File: src/rtl/coffee_dispenser.sv
// Actuator sequencer behind the vending controller: cup, pour, optional flavour shot,
// plus an independent coin-ejector engine that pays out captured change tokens.
module coffee_dispenser #(
    parameter int unsigned CUP_CYCLES      = 4,
    parameter int unsigned POUR_CYCLES     = 16,
    parameter int unsigned FLAVOUR_CYCLES  = 8,
    parameter int unsigned COIN_ON_CYCLES  = 2,
    parameter int unsigned COIN_GAP_CYCLES = 2
) (
    input  logic       clk,
    input  logic       reset,
    input  logic       dispense,
    input  logic [2:0] coffee_select,
    input  logic [7:0] change_tokens,
    output logic       dispense_done,
    output logic       cup_drop,
    output logic       pump_on,
    output logic [1:0] flavour_valve,
    output logic       coin_out,
    output logic       disp_busy,
    output logic       change_busy,
    output logic       sel_error
);

    // Handshake: dispense is a level request held until dispense_done is seen.
    // dispense_done pulses for one cycle; a new request is taken only from S_IDLE.

    localparam logic [15:0] CUP_LOAD      = 16'(CUP_CYCLES - 1);
    localparam logic [15:0] POUR_LOAD     = 16'(POUR_CYCLES - 1);
    localparam logic [15:0] FLAVOUR_LOAD  = 16'(FLAVOUR_CYCLES - 1);
    localparam logic [15:0] COIN_ON_LOAD  = 16'(COIN_ON_CYCLES - 1);
    localparam logic [15:0] COIN_GAP_LOAD = 16'(COIN_GAP_CYCLES - 1);

    typedef enum logic [2:0] {
        S_IDLE,
        S_CUP,
        S_POUR,
        S_FLAVOUR,
        S_DONE,
        S_RELEASE
    } disp_state_e;

    typedef enum logic [1:0] {
        C_IDLE,
        C_ON,
        C_GAP
    } coin_state_e;

    disp_state_e state_q, state_d;
    logic [15:0] cnt_q, cnt_d;
    logic [2:0]  sel_q, sel_d;
    logic        sel_error_q, sel_error_d;

    coin_state_e cstate_q, cstate_d;
    logic [15:0] ccnt_q, ccnt_d;
    logic [7:0]  change_q;
    logic [7:0]  pending_q, pending_d;

    logic        sel_valid;
    logic        sel_flavoured;
    logic        load_evt;
    logic        coin_dec;
    logic [9:0]  pending_sum;

    assign sel_valid     = (coffee_select >= 3'd1) && (coffee_select <= 3'd3);
    assign sel_flavoured = (sel_q == 3'd2) || (sel_q == 3'd3);

    // ---------------- dispense sequencer ----------------
    always_ff @(posedge clk) begin
        if (reset) begin
            state_q     <= S_IDLE;
            cnt_q       <= '0;
            sel_q       <= '0;
            sel_error_q <= 1'b0;
        end else begin
            state_q     <= state_d;
            cnt_q       <= cnt_d;
            sel_q       <= sel_d;
            sel_error_q <= sel_error_d;
        end
    end

    always_comb begin
        state_d     = state_q;
        cnt_d       = cnt_q;
        sel_d       = sel_q;
        sel_error_d = sel_error_q;
        case (state_q)
            S_IDLE: begin
                if (dispense) begin
                    sel_d       = coffee_select;
                    sel_error_d = 1'b0;
                    if (sel_valid) begin
                        state_d = S_CUP;
                        cnt_d   = CUP_LOAD;
                    end else begin
                        // Invalid selections complete immediately so the controller is never stuck.
                        sel_error_d = 1'b1;
                        state_d     = S_DONE;
                    end
                end
            end
            S_CUP: begin
                if (cnt_q == 16'd0) begin
                    state_d = S_POUR;
                    cnt_d   = POUR_LOAD;
                end else begin
                    cnt_d = cnt_q - 16'd1;
                end
            end
            S_POUR: begin
                if (cnt_q == 16'd0) begin
                    if (sel_flavoured) begin
                        state_d = S_FLAVOUR;
                        cnt_d   = FLAVOUR_LOAD;
                    end else begin
                        state_d = S_DONE;
                    end
                end else begin
                    cnt_d = cnt_q - 16'd1;
                end
            end
            S_FLAVOUR: begin
                if (cnt_q == 16'd0) begin
                    state_d = S_DONE;
                end else begin
                    cnt_d = cnt_q - 16'd1;
                end
            end
            S_DONE: begin
                state_d = S_RELEASE;
            end
            S_RELEASE: begin
                if (!dispense) begin
                    state_d = S_IDLE;
                end
            end
            default: begin
                state_d = S_IDLE;
            end
        endcase
    end

    always_comb begin
        flavour_valve = 2'b00;
        if (state_q == S_FLAVOUR) begin
            if (sel_q == 3'd2) begin
                flavour_valve = 2'b01;
            end else if (sel_q == 3'd3) begin
                flavour_valve = 2'b10;
            end
        end
    end

    assign cup_drop      = (state_q == S_CUP);
    assign pump_on       = (state_q == S_POUR);
    assign dispense_done = (state_q == S_DONE);
    assign disp_busy     = (state_q != S_IDLE);
    assign sel_error     = sel_error_q;

    // ---------------- change capture and payout ----------------
    // Only the first nonzero cycle of a burst counts, so a held value loads once.
    assign load_evt = (change_tokens != 8'd0) && (change_q == 8'd0);

    always_ff @(posedge clk) begin
        if (reset) begin
            cstate_q  <= C_IDLE;
            ccnt_q    <= '0;
            change_q  <= '0;
            pending_q <= '0;
        end else begin
            cstate_q  <= cstate_d;
            ccnt_q    <= ccnt_d;
            change_q  <= change_tokens;
            pending_q <= pending_d;
        end
    end

    always_comb begin
        cstate_d = cstate_q;
        ccnt_d   = ccnt_q;
        coin_dec = 1'b0;
        case (cstate_q)
            C_IDLE: begin
                if (pending_q != 8'd0) begin
                    cstate_d = C_ON;
                    ccnt_d   = COIN_ON_LOAD;
                    coin_dec = 1'b1;
                end
            end
            C_ON: begin
                if (ccnt_q == 16'd0) begin
                    cstate_d = C_GAP;
                    ccnt_d   = COIN_GAP_LOAD;
                end else begin
                    ccnt_d = ccnt_q - 16'd1;
                end
            end
            C_GAP: begin
                if (ccnt_q == 16'd0) begin
                    if (pending_q != 8'd0) begin
                        cstate_d = C_ON;
                        ccnt_d   = COIN_ON_LOAD;
                        coin_dec = 1'b1;
                    end else begin
                        cstate_d = C_IDLE;
                    end
                end else begin
                    ccnt_d = ccnt_q - 16'd1;
                end
            end
            default: begin
                cstate_d = C_IDLE;
            end
        endcase
    end

    // Add and decrement in one sum so a load landing on a coin entry loses neither.
    always_comb begin
        pending_sum = {2'b00, pending_q}
                    + (load_evt ? {2'b00, change_tokens} : 10'd0)
                    - {9'd0, coin_dec};
        pending_d   = (pending_sum > 10'd255) ? 8'd255 : pending_sum[7:0];
    end

    assign coin_out    = (cstate_q == C_ON);
    assign change_busy = (pending_q != 8'd0) || (cstate_q != C_IDLE);

    always_ff @(posedge clk) begin
        if (!reset) begin
            assert ($onehot0({cup_drop, pump_on, (flavour_valve != 2'b00)}))
                else $error("actuators overlap");
            assert (flavour_valve != 2'b11)
                else $error("both flavour valves open");
        end
    end

endmodule

File: config.mk
export PLATFORM = sky130hd
export DESIGN_NAME = coffee_dispenser
export DESIGN_NICKNAME = d
export VERILOG_FILES = /design/src/rtl/coffee_dispenser.sv
export SDC_FILE = /design/constraint.sdc
export NUM_CORES = 1
export LEC_CHECK = 0
export ABC_AREA = 1
export BUFFER_PORTS_ARGS = -buffer_cell sky130_fd_sc_hd__clkbuf_2
export CAP_MARGIN = 20
export CORE_UTILIZATION = 60
export DETAILED_ROUTE_END_ITERATION = 8
export PLACE_DENSITY = 0.82
export SYNTH_ARGS = -nofsm -noshare
export SYNTH_HDL_FRONTEND = slang
export SYNTH_SLANG_ARGS = --single-unit
File: constraint.sdc
create_clock -name clk -period 3.36 [get_ports clk]
set_input_delay 0.336 -clock clk [delete_from_list [all_inputs] [get_ports clk]]
set_output_delay 0.336 -clock clk [all_outputs]
set_load 0.05 [all_outputs]
==> results_dict.tcl <==
set metrics [dict create \
    reg2regPathDepth 19 \
    timing.rr.start "ccnt_q[0]" \
    grt_pass1_vias 3599 \
    crit_path_top_delay_cell "fa_1" \
    min_period_ns 3.06 \
    initial_core_util_pct 62.2 \
    final_cells 741 \
    cp_slowest_stage_delay_ns 0.41 \
    gp_congestion 0.918 \
    crit_arrival_ns 3.29 \
    regArea_um2 1140 \
    min_from "change_tokens[6]" \
    final_max_slew_viol_count 0 \
    cts-root-buf "clkbuf_8" \
    hpwl_um 6290 \
    cts.sinks 57 \
    min_to "change_q[6]" \
    grt_first_pass_wirelength_um 15200 \
    drc 0 \
    min_path_type "primary input to flip-flop" \
    syn_inst 637 \
    synth_edf_count 0 \
    fillers 564 \
    drive_gt1_share_pct 10.2 \
    multi_input_area_um2 2330 \
    min_delay_path_depth 3 \
    reg2reg_to "pending_q[2]" \
    fin_skew_ns 0.00890 \
    syn_nets 675 \
    cts.clk_slew.worst_paths_ns 0.07 \
    final_cell_mix "nand2_1 (140), inv_1 (118), nor2_1 (79), dfxtp_1 (57), nand3_1 (45)" \
    synth_area_per_cell_um2 6.24 \
    hold_violations 0 \
    fin_nets 697 \
    grt_usage_pct 26.3 \
    grt_max_degree 35 \
    layout_commonest_cell "nand2_1" \
    num_vias 3933 \
    fin_tns_setup_ns 0 \
    critPathMaxFanout 8 \
    cts_buffers 9 \
    crit_path_frequent_cell "inv_1" \
    hold_ws_ns 0.211 \
    ys.flop_type "dfxtp_1" \
    drtIter0Drc 167 \
    grt-ovfl-total 0 \
    die_x_um 83.4 \
    cp.required_ns 3.60 \
    synth_area_um2 3970 \
    async_reset_ff_share_pct 0 \
    worstMarginPinSlew_ns 0.989 \
    numPortBuffers 22 \
    fin_crit_sh_pct 91.0 \
    coreArea_um2 6390 \
    cts_setup_buffers 0 \
    insertion_delay_ns 0.34 \
    maxCapViolCount 0 \
    cp_cell_sequence "inv_1 -> ha_1 -> inv_1 -> nor2_1 -> nand3_1 -> nor2_1 -> nand3_1 -> a21oi_2 -> ha_1 -> inv_1 -> ha_1 -> inv_1 -> fa_1 -> o21ai_2 -> nand3_1 -> nand3_1 -> nand3_4 -> o21ai_0 -> inv_1" \
    grt_antenna_before_repair 0 \
    critPathLaunchType "flip-flop" \
    max_freq_ghz 0.327 \
    wl_per_cell_um 11.6 \
    regToRegSetupSlack_ns 0.30 \
    status "finished clean" \
    avgViaCountPerCell 5.31 \
    utilization_pct 67.8 \
    fp-row-count 29 \
    relSlewSlack_pct 34.0 \
    routed_wl_um 8600 \
    ys_seq_area_share_pct 28.7 \
    antenna_left 0 \
    ios 23 \
    h-tree-depth 3 \
    crit_type "flip-flop to flip-flop" \
    ys_seq_elements 57 \
    dpl.cell_count 725 \
    areaGrowthSynthToFinish_pct 8.94 \
    endpoint_kind "flip-flop" \
    clk_path_buf_depth 2 \
    synth_cell_types 36 \
    dieArea_um2 6950 \
    setup_viol_count_final 0 \
    firstDrtPassIters 5 \
    yosys_warnings 0 \
    diodes 0 \
    cts_tree "yes" \
    die_height_um 83.4 \
]
cell usage after synthesis (6+ instances only):
library cell / count / area [um2]
nor2_1: 79 / 297
clkbuf_1: 10 / 37.5
nand3_1: 46 / 230
xor2_1: 13 / 114
o21ai_0: 34 / 170
nor4_1: 6 / 37.5
nand2_1: 140 / 526
ha_1: 23 / 288
dfxtp_1: 57 / 1140
a21oi_1: 36 / 180
a31oi_1: 6 / 37.5
nand4_1: 16 / 100
nor2_2: 6 / 37.5
inv_1: 118 / 443
nor3_1: 8 / 40.0
timing repair:
action | CTS | global route
hold buffers | 0 | 0
endpoints found under the setup margin | 0 | 8
gates resized for setup | 0 | 6
sequential cells by signal (all words and copies together) (netlist names):
signal / flops
cnt_q: 16
change_q: 8
pending_q: 8
cstate_q: 2
sel_error: 1
ccnt_q: 16
state_q: 3
sel_q: 3
routing by layer:
layer | GRT usage [%] | vias to the layer above | share of wire [%]
li1 | - | 2071 | -
met4 | 10.3 | 0 | 1.7
met5 | 0 | - | 0
met1 | 32.0 | 1734 | 46
met3 | 4.57 | 17 | 5.0
met2 | 45.9 | 111 | 47
how the worst max path moves through the flow:
stage / from / to / slack (ns)
finish: ccnt_q[0] / pending_q[2] / 0.30
global route: ccnt_q[0] / pending_q[7] / -0.01
CTS: ccnt_q[0] / pending_q[0] / 0.06
detailed placement: ccnt_q[0] / pending_q[6] / 0.12
global placement: ccnt_q[0] / pending_q[6] / 0.25
floorplan: change_q[1] / pending_q[6] / 0.50
kinds of logic after synthesis:
kind of cell	after synthesis	share of synthesized area, %
XOR/XNOR	16	3.53
flip-flops	57	28.7
buffers and inverters	136	13.2
adder cells (fa/ha/maj)	24	7.75
AO/OA/AOI/OAI	87	11.9
AND/OR/NAND/NOR	317	35.0
cell type report:
class	instances	share of cell area, %
flip-flops and latches	57	26.4
well taps	77	2.23
clock buffers	9	2.86
clock inverters	7	1.10
repair buffers	25	3.06
multi-input cells	444	53.8
inverters	122	10.6
worst max-delay path: cells and delay by family (launching register included):
family                     cells  cell delay [ns]
buffers and inverters          5             0.35
DFF                            1             0.32
AOI/OAI and AO/OA              3             0.52
and+or+nand+nor                7             0.78
adders and majority gates      4             0.99
through the flow:
step / area, um2 / setup slack [ns]
floorplan: 3970 / 0.500
global placement: 4140 / 0.255
detailed placement: 4140 / 0.115
CTS: 4310 / 0.0635
global route: 4330 / -0.0114
finish: 4330 / 0.302
Power is left out: the tool's default activity adds up to more than one toggle a clock period on the data nets, which glitch-free logic cannot reach.
